### config.mk
export PLATFORM = sky130hd
export DESIGN_NAME = vblank_sched
export DESIGN_NICKNAME = d
export VERILOG_FILES = /design/src/rtl/vblank_sched.sv
export SDC_FILE = /design/constraint.sdc
export NUM_CORES = 1
export LEC_CHECK = 0
export CORE_ASPECT_RATIO = 0.8
export CORE_MARGIN = 10
export CORE_UTILIZATION = 51
export DETAILED_ROUTE_END_ITERATION = 16
export GPL_TIMING_DRIVEN = 0
export MAX_ROUTING_LAYER = met4
export PLACE_DENSITY = 0.89
export SLEW_MARGIN = 10
export SYNTH_ARGS = -nofsm -noshare
export SYNTH_HDL_FRONTEND = slang
export SYNTH_SLANG_ARGS = --single-unit
export TNS_END_PERCENT = 50
### constraint.sdc
create_clock -name pixel_clk -period 2.9 [get_ports pixel_clk]
set_clock_uncertainty 0.2 [all_clocks]
set_input_delay 0.29 -clock pixel_clk [delete_from_list [all_inputs] [get_ports pixel_clk]]
set_output_delay 0.29 -clock pixel_clk [all_outputs]
set_load 0.05 [all_outputs]
### src/rtl/vblank_sched.sv
// Vertical-blanking update scheduler: shares each blanking window between
// requesters with round-robin req/grant/done and a per-grant timeout.
module vblank_sched #(
    parameter int N_REQ    = 4,
    parameter int V_ACTIVE = 600,
    parameter int TIMEOUT  = 2048
) (
    input  logic             pixel_clk,
    input  logic             sim_rst,
    input  logic [11:0]      v_coord,
    input  logic [N_REQ-1:0] req,
    input  logic [N_REQ-1:0] done,
    output logic [N_REQ-1:0] grant,
    output logic             window_open,
    output logic             frame_start,
    output logic [15:0]      frame_cnt,
    output logic             timeout_err,
    output logic             overrun,
    output logic [N_REQ-1:0] missed
);

    localparam int IW = (N_REQ > 1) ? $clog2(N_REQ) : 1;
    localparam int TW = (TIMEOUT > 1) ? $clog2(TIMEOUT) : 1;

    localparam logic [11:0]   V_FIRST_BLANK = 12'(V_ACTIVE);
    localparam logic [TW-1:0] TIMER_LAST    = TW'(TIMEOUT - 1);
    localparam logic [IW-1:0] LAST_IDX      = IW'(N_REQ - 1);

    localparam logic [1:0] S_IDLE = 2'd0;
    localparam logic [1:0] S_ARB  = 2'd1;
    localparam logic [1:0] S_BUSY = 2'd2;

    logic [1:0]       state_q, state_d;
    logic             vb_q;
    logic [N_REQ-1:0] grant_q, grant_d;
    logic [IW-1:0]    idx_q, idx_d;
    logic [TW-1:0]    timer_q, timer_d;
    logic [N_REQ-1:0] served_q, served_d;
    logic [IW-1:0]    ptr_q, ptr_d;
    logic [15:0]      frameCnt_q, frameCnt_d;
    logic [N_REQ-1:0] missed_q, missed_d;
    logic             frameStart_q, frameStart_d;
    logic             timeoutErr_q, timeoutErr_d;
    logic             overrun_q, overrun_d;

    logic             blank;
    logic             openEv;
    logic             closeEv;
    logic             busy;
    logic             doneK;
    logic [N_REQ-1:0] eligible;
    logic             pickFound;
    logic [IW-1:0]    pickIdx;
    logic [IW-1:0]    nextPtr;
    logic [N_REQ-1:0] servedWithK;

    assign blank       = (v_coord >= V_FIRST_BLANK);
    assign openEv      = blank && !vb_q;
    assign closeEv     = !blank && vb_q;
    assign busy        = (state_q == S_BUSY);
    assign doneK       = busy && done[idx_q];
    assign eligible    = req & ~served_q;
    assign nextPtr     = (idx_q == LAST_IDX) ? '0 : idx_q + 1'b1;
    assign servedWithK = served_q | (N_REQ'(1) << idx_q);

    // First eligible requester at or after the round-robin pointer, wrapping.
    always_comb begin
        pickFound = 1'b0;
        pickIdx   = '0;
        for (int i = 0; i < N_REQ; i++) begin
            if (!pickFound && eligible[(int'(ptr_q) + i) % N_REQ]) begin
                pickFound = 1'b1;
                pickIdx   = IW'((int'(ptr_q) + i) % N_REQ);
            end
        end
    end

    always_comb begin
        state_d      = state_q;
        grant_d      = grant_q;
        idx_d        = idx_q;
        timer_d      = timer_q;
        served_d     = served_q;
        ptr_d        = ptr_q;
        frameCnt_d   = frameCnt_q;
        missed_d     = missed_q;
        frameStart_d = 1'b0;
        timeoutErr_d = 1'b0;
        overrun_d    = 1'b0;

        // A close preempts everything; a completion in the same cycle still counts.
        if (closeEv) begin
            state_d      = S_IDLE;
            grant_d      = '0;
            frameStart_d = 1'b1;
            frameCnt_d   = frameCnt_q + 16'd1;
            overrun_d    = busy && !doneK;
            if (doneK) begin
                served_d = servedWithK;
                ptr_d    = nextPtr;
            end
            missed_d = req & ~served_d;
        end else begin
            case (state_q)
                S_IDLE: begin
                    grant_d = '0;
                    if (openEv) begin
                        served_d = '0;
                        state_d  = S_ARB;
                    end
                end
                S_ARB: begin
                    if (pickFound) begin
                        grant_d = N_REQ'(1) << pickIdx;
                        idx_d   = pickIdx;
                        timer_d = '0;
                        state_d = S_BUSY;
                    end
                end
                S_BUSY: begin
                    timer_d = timer_q + 1'b1;
                    if (doneK || (timer_q == TIMER_LAST)) begin
                        timeoutErr_d = !doneK;
                        served_d     = servedWithK;
                        ptr_d        = nextPtr;
                        grant_d      = '0;
                        state_d      = S_ARB;
                    end
                end
                default: begin
                    grant_d = '0;
                    state_d = S_IDLE;
                end
            endcase
        end
    end

    always_ff @(posedge pixel_clk) begin
        if (sim_rst) begin
            state_q      <= S_IDLE;
            vb_q         <= 1'b0;
            grant_q      <= '0;
            idx_q        <= '0;
            timer_q      <= '0;
            served_q     <= '0;
            ptr_q        <= '0;
            frameCnt_q   <= '0;
            missed_q     <= '0;
            frameStart_q <= 1'b0;
            timeoutErr_q <= 1'b0;
            overrun_q    <= 1'b0;
        end else begin
            state_q      <= state_d;
            vb_q         <= blank;
            grant_q      <= grant_d;
            idx_q        <= idx_d;
            timer_q      <= timer_d;
            served_q     <= served_d;
            ptr_q        <= ptr_d;
            frameCnt_q   <= frameCnt_d;
            missed_q     <= missed_d;
            frameStart_q <= frameStart_d;
            timeoutErr_q <= timeoutErr_d;
            overrun_q    <= overrun_d;
        end
    end

    assign grant       = grant_q;
    assign window_open = vb_q;
    assign frame_start = frameStart_q;
    assign frame_cnt   = frameCnt_q;
    assign timeout_err = timeoutErr_q;
    assign overrun     = overrun_q;
    assign missed      = missed_q;

endmodule

### After elaboration in Yosys (flattened, before gate mapping)

Index checks and enable logic that the tools add are counted.

| cells by class | value |
|---|---|
| eq/ne operators | 10 |
| bitwise gates (word level) | 11 |
| reduce and logical (&&, ||, !) cells | 31 |
| shift-type cells | 2 |
| order comparisons | 6 |
| multiplexer cells | 42 |
| add/subtract/negate cells | 6 |

Operators by type and width:

| operator | count |
|---|---|
| 4-bit two-way mux | 7 |
| 2-bit two-way mux | 12 |
| 11-bit one-hot mux with 2 select lines | 1 |
| 16-bit by 1-bit adder with 16-bit output (second input constant) | 1 |
| 4-bit one-hot mux with 2 select lines | 2 |
| 3-bit AND reduction | 5 |
| 1-bit two-way mux | 13 |
| 12-bit by 10-bit >= comparator with 1-bit output (second input constant) | 1 |
| 3-bit by 4-bit < comparator with 1-bit output (second input constant) | 3 |
| 11-bit by 1-bit adder with 11-bit output (second input constant) | 1 |
| 11-bit == test (second input constant) | 1 |
| 11-bit two-way mux | 1 |
| 1-bit binary-select mux with 2-bit select | 5 |
| 2-bit OR reduction | 5 |
| 4-bit AND | 2 |
| 4-bit NOT | 2 |
| 1-bit by 2-bit left shift with 4-bit output (first input constant) | 2 |
| 1-bit logical AND | 7 |
| 1-bit logical NOT | 6 |
| 2-bit by 3-bit < comparator with 1-bit output (second input constant) | 2 |
| 2-bit one-hot mux with 3 select lines | 1 |
| 2-bit nonzero test | 3 |
| 2-bit by 1-bit adder with 2-bit output (second input constant) | 2 |
| 2-bit adder (second input constant) | 2 |
| 14 further kinds | 21 |

| word-level totals | value |
|---|---|
| bits in registers | 49 |
| word-level logic and storage cells | 120 |

### Longest topological paths before layout

Gate-level depths: netlist of run 1.

| logic depth | value |
|---|---|
| word-level depth | 17 |
| mapped depth | 10 |

### Worst setup path before layout of run 1

No wires, ideal clock.

| timing | value |
|---|---|
| path kind | input to register |
| start point | in v_coord[3] |
| end point | reg frameCnt_q[10], in the netlist frame_cnt[10] |
| path buffers | 1 |
| stages | 10 |
| data required time | 2,572 ps |
| arrival time | 2,203 ps |
| slack | 370 ps |
| cells stage by stage | a21o_1 -> a211o_1 -> a211oi_1 -> ha_1 -> and3_1 -> clkbuf_1 -> nand2_1 -> or2_2 -> xor2_1 -> nor2_1 |

| on the way | value |
|---|---|
| longest elaborated chain between the ends | 3 |

Ends and longest elaborated chain:

| what | RTL line | RTL |
|---|---|---|
| start: declaration | 10 | `input logic [11:0] v_coord,` |
| 12-bit by 10-bit >= comparator with 1-bit output | 57 | `assign blank = (v_coord >= V_FIRST_BLANK);` |
| 1-bit logical NOT | 59 | `assign closeEv = !blank && vb_q;` |
| 1-bit logical AND | 59 |  |
| net closeEv | 48 | `logic closeEv;` |
| end signal: assignment | 160 | `frameCnt_q <= frameCnt_d;` |
| end: declaration | 40 | `logic [15:0] frameCnt_q, frameCnt_d;` |

The timed path passes the listed nets, and every way through them passes these cells.
A chain may end at the register's enable or synchronous reset.

### Worst setup path in the final report of run 1

| timing | value |
|---|---|
| start point | in v_coord[3] |
| end point | reg frameCnt_q[14], in the netlist frame_cnt[14] |

Same word-level chain as after synthesis.

==> results of run 1 <==
-- cell usage in the layout (no fill, tap or decap), drive strengths merged, types with 7 or more instances in the layout --
| cell type | count |
|---|---|
| ha | 12 |
| nand2 | 23 |
| dfxtp | 49 |
| nand2b | 7 |
| a21oi | 24 |
| inv | 11 |
| nor2 | 25 |
| clkbuf | 17 |
| xnor2 | 7 |
| clkdlybuf4s50 | 45 |
| o21ai | 10 |
| a211oi | 8 |
| or3 | 9 |
-- worst max-delay path, cell delays in order --
cell             delay (ps)
clkdlybuf4s50_1         390
a21o_1                  170
a211o_1                 320
a211oi_4                340
ha_4                    230
and3_1                  150
clkbuf_1                270
nand4_1                 150
or3_1                   320
a21oi_1                 130
-- report_power, final --
| part | leakage (nW) | switching [mW] | internal (mW) |
|---|---|---|---|
| Sequential | 0.396 | 0.0215 | 0.693 |
| Clock | 0.0542 | 0.225 | 0.216 |
| Combinational | 0.632 | 0.181 | 0.125 |
| Total | 1.08 | 0.427 | 1.03 |
-- synth_stat cells, types with 7 or more instances --
library cell	instances
a211oi_1	8
a21oi_1	24
clkbuf_1	10
dfxtp_1	49
ha_1	12
inv_1	11
nand2_1	23
nor2_1	25
o21ai_0	9
or3_1	9
xnor2_1	7
-- per-layer routing --
layer | share of wire [%] | vias up
met5 | 0 | -
met4 | 2.2 | 0
met3 | 6.4 | 16
met2 | 46 | 102
met1 | 46 | 1086
li1 | - | 1111
-- kinds of logic (layout without fill, tap and decap cells) --
| family | count (synthesis) | count (layout) | synth area share, % |
|---|---|---|---|
| compound gates | 69 | 69 | 19.0 |
| xor+xnor | 13 | 13 | 4.62 |
| fa+ha+maj | 12 | 12 | 6.09 |
| buf+inv | 23 | 76 | 4.11 |
| flops | 49 | 49 | 39.8 |
| mux | 7 | 7 | 3.35 |
| simple gates | 104 | 104 | 23.0 |
-- registers in the layout, indices dropped and copies added, names as in the netlist --
register	cells
ptr_q	2
window_open	1
state_q	2
timeout_err	1
frame_cnt	16
served_q	4
grant	4
timer_q	11
frame_start	1
overrun	1
missed	4
idx_q	2
-- how the worst min path moves through the flow --
| stage | from | endpoint | slack (ps) | cells after the start |
|---|---|---|---|---|
| after CTS | sim_rst | served_q[3] | 230 | 2 |
| after detailed placement | timer_q[10] | timer_q[10] | 270 | 2 |
| after floorplan | v_coord[10] | window_open | 240 | 2 |
| final | sim_rst | served_q[3] | 270 | 2 |
| after global routing | sim_rst | served_q[3] | 270 | 2 |
| after global placement | timer_q[10] | timer_q[10] | 260 | 2 |
-- per-stage QoR --
| stage | utilization (%) | setup WS (ps) |
|---|---|---|
| floorplan | - | 370 |
| global placement | 64.7 | -319 |
| detailed placement | 64.7 | -437 |
| CTS | 67.2 | 23.1 |
| global route | 67.6 | 21.6 |
| finish | 67.6 | 169 |
-- final cells by class --
type | instances | share of cell area (%)
plain buffers | 12 | 1.96
clock buffers | 7 | 3.08
clock inverters | 1 | 0.160
inverters | 11 | 1.32
multi-input cells | 205 | 45.3
flip-flops and latches | 49 | 31.4
well taps | 60 | 2.40
repair buffers | 45 | 14.4
==> results.sh, run 1 <==
export IMPL_rsz0062_at_grt="no"
export IMPL_ys_seq_elements=49
export IMPL_synth_area_leaders="dfxtp_1 40%, ha_1 6.1%, a21oi_1 4.9%"
export IMPL_cp_end_kind="register"
export IMPL_tns_ps=0
export IMPL_hold_path_class="in2reg"
export IMPL_gr_usage_met1_pct=19.9
export IMPL_clock_latency_ps=300
export IMPL_die_w_um=97.7
export IMPL_antenna_diode_count=0
export IMPL_fmax_ghz=0.366
export IMPL_cp_arrival_ps=2770
export IMPL_ir_worst_vdd_uv=272
export IMPL_dp_hpwl_um=4680
export IMPL_cp_start_kind="primary input"
export IMPL_worst_pin_slew_ps=562
export IMPL_worstSetupPathType="in2reg"
export IMPL_die_area_um2=8030
export IMPL_top_usage_layer="met2"
export IMPL_stdcell_count=390
export IMPL_postSynthAreaPerCell_um2=8.90
export IMPL_critical_path_endpoint="frame_cnt[14]"
export IMPL_min_period_ps=2730
export IMPL_grt_pass1_vias=2225
export IMPL_setup_worst_path_start="v_coord[3]"
export IMPL_drt_pass1_iterations=5
export IMPL_postRouteAntennaNets=0
export IMPL_crit_required_ps=2940
export IMPL_tritoncts="built"
export IMPL_cts_resized=3
export IMPL_slew_violations=0
export IMPL_cts_buffers=5
export IMPL_n_fill_cell=349
export IMPL_hold_viol=0
export IMPL_design_area_um2=3130
export IMPL_p_leak_nw=1.08
export IMPL_synth_edf_count=0
export IMPL_powerDensity_nw_per_um2=467
export IMPL_numPortBuffers=45
export IMPL_initial_utilization_pct=53.3
export IMPL_slew_headroom_pct=62.5
export IMPL_ys_warn_count=0
export IMPL_cap_violations=0
export IMPL_syn_area_um2=2470
export IMPL_clkSlewWorstSetupHoldPaths_ps=90
export IMPL_finish_net_count=363
export IMPL_cts_buffer_depth=2
export IMPL_synth_fp_nets=311
export IMPL_grt_overflow=0
export IMPL_r2r_end="state_q[1]"
export IMPL_grt_max_degree=15
export IMPL_routabilityCongestion=0.856
export IMPL_htreeDepth=2
export IMPL_setup_viol=0
export IMPL_grt_usage_pct=16.4
export IMPL_power_mw=1.46
export IMPL_r2r_setup_slack_ps=570
export IMPL_register_area_um2=981
export IMPL_yosysTopAreaCellShare_pct=39.8
export IMPL_multiInputGateArea_um2=1420
export IMPL_syn_to_final_growth_pct=26.8
export IMPL_root_buffer="clkbuf_8"
export IMPL_seq_area_frac_synth_pct=39.8
export IMPL_rr_startpoint="idx_q[0]"
export IMPL_antenna_found_initial=0
export IMPL_status="finished clean"
export IMPL_fin_crit_sh_pct=94.2
export IMPL_async_reset_ff_share_pct=0
export IMPL_wl_um=6470
export IMPL_drc=0
export IMPL_post_place_cells=382
export IMPL_yosysTopAreaCell="dfxtp_1"
export IMPL_grt_pass1_wl_um=10700
export IMPL_cts_hold_buf=0
export IMPL_pin_count=50
export IMPL_finalHoldWorstSlack_ps=270
export IMPL_drive_gt1_share_pct=7.58
export IMPL_via_per_inst=5.94
export IMPL_chipHeight_um=82.2
export IMPL_num_rows=22
export IMPL_synth_cell_types=50
export IMPL_cts_setup_buffers=0
export IMPL_routed_via_count=2315
export IMPL_reg2regPathDepth=5
export IMPL_dr_first_iter_drc_count=129
export IMPL_syn_inst=277
export IMPL_crit_fanout=7
export IMPL_cts_num_sinks=49
export IMPL_ys_flop_type="dfxtp_1"
export IMPL_dpl_instance_area_um2=2990
export IMPL_coreArea_um2=4620
export IMPL_grtUsageMet3_pct=4.07
export IMPL_wl_per_cell_um=16.6
export IMPL_met2_usage_pct=25.8
Power figures use the tool's default switching activity.
==> inputs of run 2 (changes only) <==
--- a/config.mk
+++ b/config.mk
@@ -12,6 +12,7 @@
 export GPL_TIMING_DRIVEN = 0
 export MAX_ROUTING_LAYER = met4
 export PLACE_DENSITY = 0.89
+export SKIP_CTS_REPAIR_TIMING = 1
 export SLEW_MARGIN = 10
 export SYNTH_ARGS = -nofsm -noshare
 export SYNTH_HDL_FRONTEND = slang
==> run 2 against run 1 <==
  * Count of clock-buffer cells in the layout is the same
  * Flip-flop and latch count stayed put
  * Power rose by 0.36%
  * Non-clock buffer count is the same
  * Global-route usage barely moved
  * Final cell count stayed put
  * Combinational power about the same
  * Maximum frequency down 3.2%
  * Critical path depth shrank 1
  * Worst setup slack worse by 91 ps
  * Critical path type unchanged
==> results.sh, run 2 (synthesis results as in run 1) <==
export IMPL_status="finished clean"
export IMPL_chipHeight_um=82.2
export IMPL_crit_required_ps=2880
export IMPL_antenna_diode_count=0
export IMPL_whs_endpoint="timer_q[10]"
export IMPL_antenna_found_initial=0
export IMPL_mostFrequentLayoutCells="49 x dfxtp_1, 45 x clkdlybuf4s50_1, 25 x nor2_1, 24 x a21oi_1, 22 x nand2_1"
export IMPL_p_leak_nw=1.08
export IMPL_die_area_um2=8030
export IMPL_clkSlewWorstSetupHoldPaths_ps=90
export IMPL_hold_path_startpoint="timer_q[10]"
export IMPL_finish_net_count=363
export IMPL_via_per_inst=5.93
export IMPL_slew_violations=0
export IMPL_htreeDepth=2
export IMPL_syn_to_final_growth_pct=26.8
export IMPL_drt_pass1_iterations=5
export IMPL_cp_end_kind="register"
export IMPL_tritoncts="built"
export IMPL_worst_pin_slew_ps=574
export IMPL_cap_violations=0
export IMPL_grt_overflow=0
export IMPL_min_period_ps=2820
export IMPL_cp_arrival_ps=2800
export IMPL_initial_utilization_pct=53.3
export IMPL_reg2regPathDepth=5
export IMPL_crit_buf_inv=2
export IMPL_grt_pass1_wl_um=10600
export IMPL_coreArea_um2=4620
export IMPL_drc=0
export IMPL_hold_path_class="reg2reg"
export IMPL_cp_start_kind="primary input"
export IMPL_critPathMaxStageDelay_ps=460
export IMPL_clock_latency_ps=310
export IMPL_grt_max_degree=15
export IMPL_cts_buffer_depth=2
export IMPL_fin_crit_sh_pct=97.3
export IMPL_largest_register_ffs=16
export IMPL_rr_startpoint="idx_q[0]"
export IMPL_critPathTopFamily="compound AO/OA/AOI/OAI gates"
export IMPL_postRouteAntennaNets=0
export IMPL_dp_hpwl_um=4680
export IMPL_hold_viol=0
export IMPL_pin_count=50
export IMPL_crit_fanout=10
export IMPL_wl_per_cell_um=16.6
export IMPL_drive_gt1_share_pct=7.27
export IMPL_routed_via_count=2312
export IMPL_dr_first_iter_drc_count=123
export IMPL_fmax_ghz=0.354
export IMPL_r2r_end="state_q[1]"
export IMPL_cts_buffers=5
export IMPL_root_buffer="clkbuf_8"
export IMPL_worstSetupPathType="in2reg"
export IMPL_r2r_setup_slack_ps=560
export IMPL_grt_pass1_vias=2220
export IMPL_slew_headroom_pct=61.8
export IMPL_cp_slowest_cell="buf_1"
export IMPL_wl_um=6490
export IMPL_setup_viol=0
export IMPL_cp_cell_sequence="clkdlybuf4s50_1, a21o_1, a211o_1, a211oi_4, ha_4, buf_1, o211ai_1, a21oi_1, nor3_1"
export IMPL_die_w_um=97.7
export IMPL_routabilityCongestion=0.856
export IMPL_num_rows=22
export IMPL_cts_num_sinks=49
export IMPL_hold_path_depth=2
export IMPL_ir_worst_vdd_uv=273
export IMPL_final_util_pct=67.6
export IMPL_grt_usage_pct=16.3
export IMPL_numPortBuffers=45
export IMPL_layout_commonest_cell="dfxtp_1"
export IMPL_powerDensity_nw_per_um2=469
export IMPL_power_mw=1.47
export IMPL_cp_depth=9
## run 2: changes by cell type in the layout (fill, tap and decap cells not counted), sizes merged
cell / before / now
buf: 2 / 3
clkbuf: 17 / 16
## run 2: final cells by class
class / instances / area [µm²]
plain buffers: 12 / 60.1
clock buffers: 7 / 96.3
clock inverters: 1 / 5.00
fillers: 349 / 1500
inverters: 11 / 41.3
multi-input cells: 205 / 1420
flip-flops and latches: 49 / 981
well taps: 60 / 75.1
repair buffers: 45 / 450
## run 2: stage by stage
| stage | area [µm²] | hold slack, ps | setup WS, ps | TNS, ps | instances |
|---|---|---|---|---|---|
| 5_1_grt | 3130 | 266 | -2.64 | -2.64 | 390 |
| 3_5_place_dp | 2990 | 268 | -437 | -11310 | 382 |
| 3_3_place_gp | 2990 | 262 | -319 | -6980 | 382 |
| 6_report | 3130 | 275 | 77.9 | 0 | 390 |
| 4_1_cts | 3090 | 225 | -181 | -2420 | 390 |
| 2_1_floorplan | 2470 | 235 | 370 | 0 | 277 |
## run 2: power by group
part / switching (mW) / internal, mW / leakage [nW] / total, mW
logic: 0.182 / 0.125 / 0.629 / 0.307
clock network: 0.229 / 0.216 / 0.0542 / 0.445
registers: 0.0212 / 0.693 / 0.396 / 0.714
## run 2: worst reg2reg max path: cells and delay by family (launching register included)
| kind | cells | cell delay [ps] |
|---|---|---|
| flops | 1 | 470 |
| mux | 2 | 830 |
| compound gates | 3 | 770 |
## run 2: how the worst max path moves through the flow
stage	from	end	slack (ps)
final	v_coord[3]	served_q[0]	80
after global routing	v_coord[3]	served_q[0]	-3
after CTS	v_coord[4]	frame_cnt[15]	-180
after detailed placement	v_coord[4]	frame_cnt[15]	-440
after global placement	v_coord[3]	frame_cnt[10]	-320
after floorplan	v_coord[3]	frame_cnt[10]	370
## run 2: routing by layer
| layer | GRT usage, % | part of all wire [%] | vias to the layer above |
|---|---|---|---|
| met2 | 25.9 | 45 | 99 |
| li1 | - | - | 1116 |
| met3 | 4.07 | 6.5 | 18 |
| met5 | - | 0 | - |
| met4 | 6.67 | 2.2 | 0 |
| met1 | 19.7 | 46 | 1079 |
==> inputs of run 3 (changes only) <==
--- a/config.mk
+++ b/config.mk
@@ -5,6 +5,7 @@
 export SDC_FILE = /design/constraint.sdc
 export NUM_CORES = 1
 export LEC_CHECK = 0
+export CAP_MARGIN = 20
 export CORE_ASPECT_RATIO = 0.8
 export CORE_MARGIN = 10
 export CORE_UTILIZATION = 51
==> results of run 3 <==
Same layout as run 2: the final DEF is identical, and so are final timing and power.
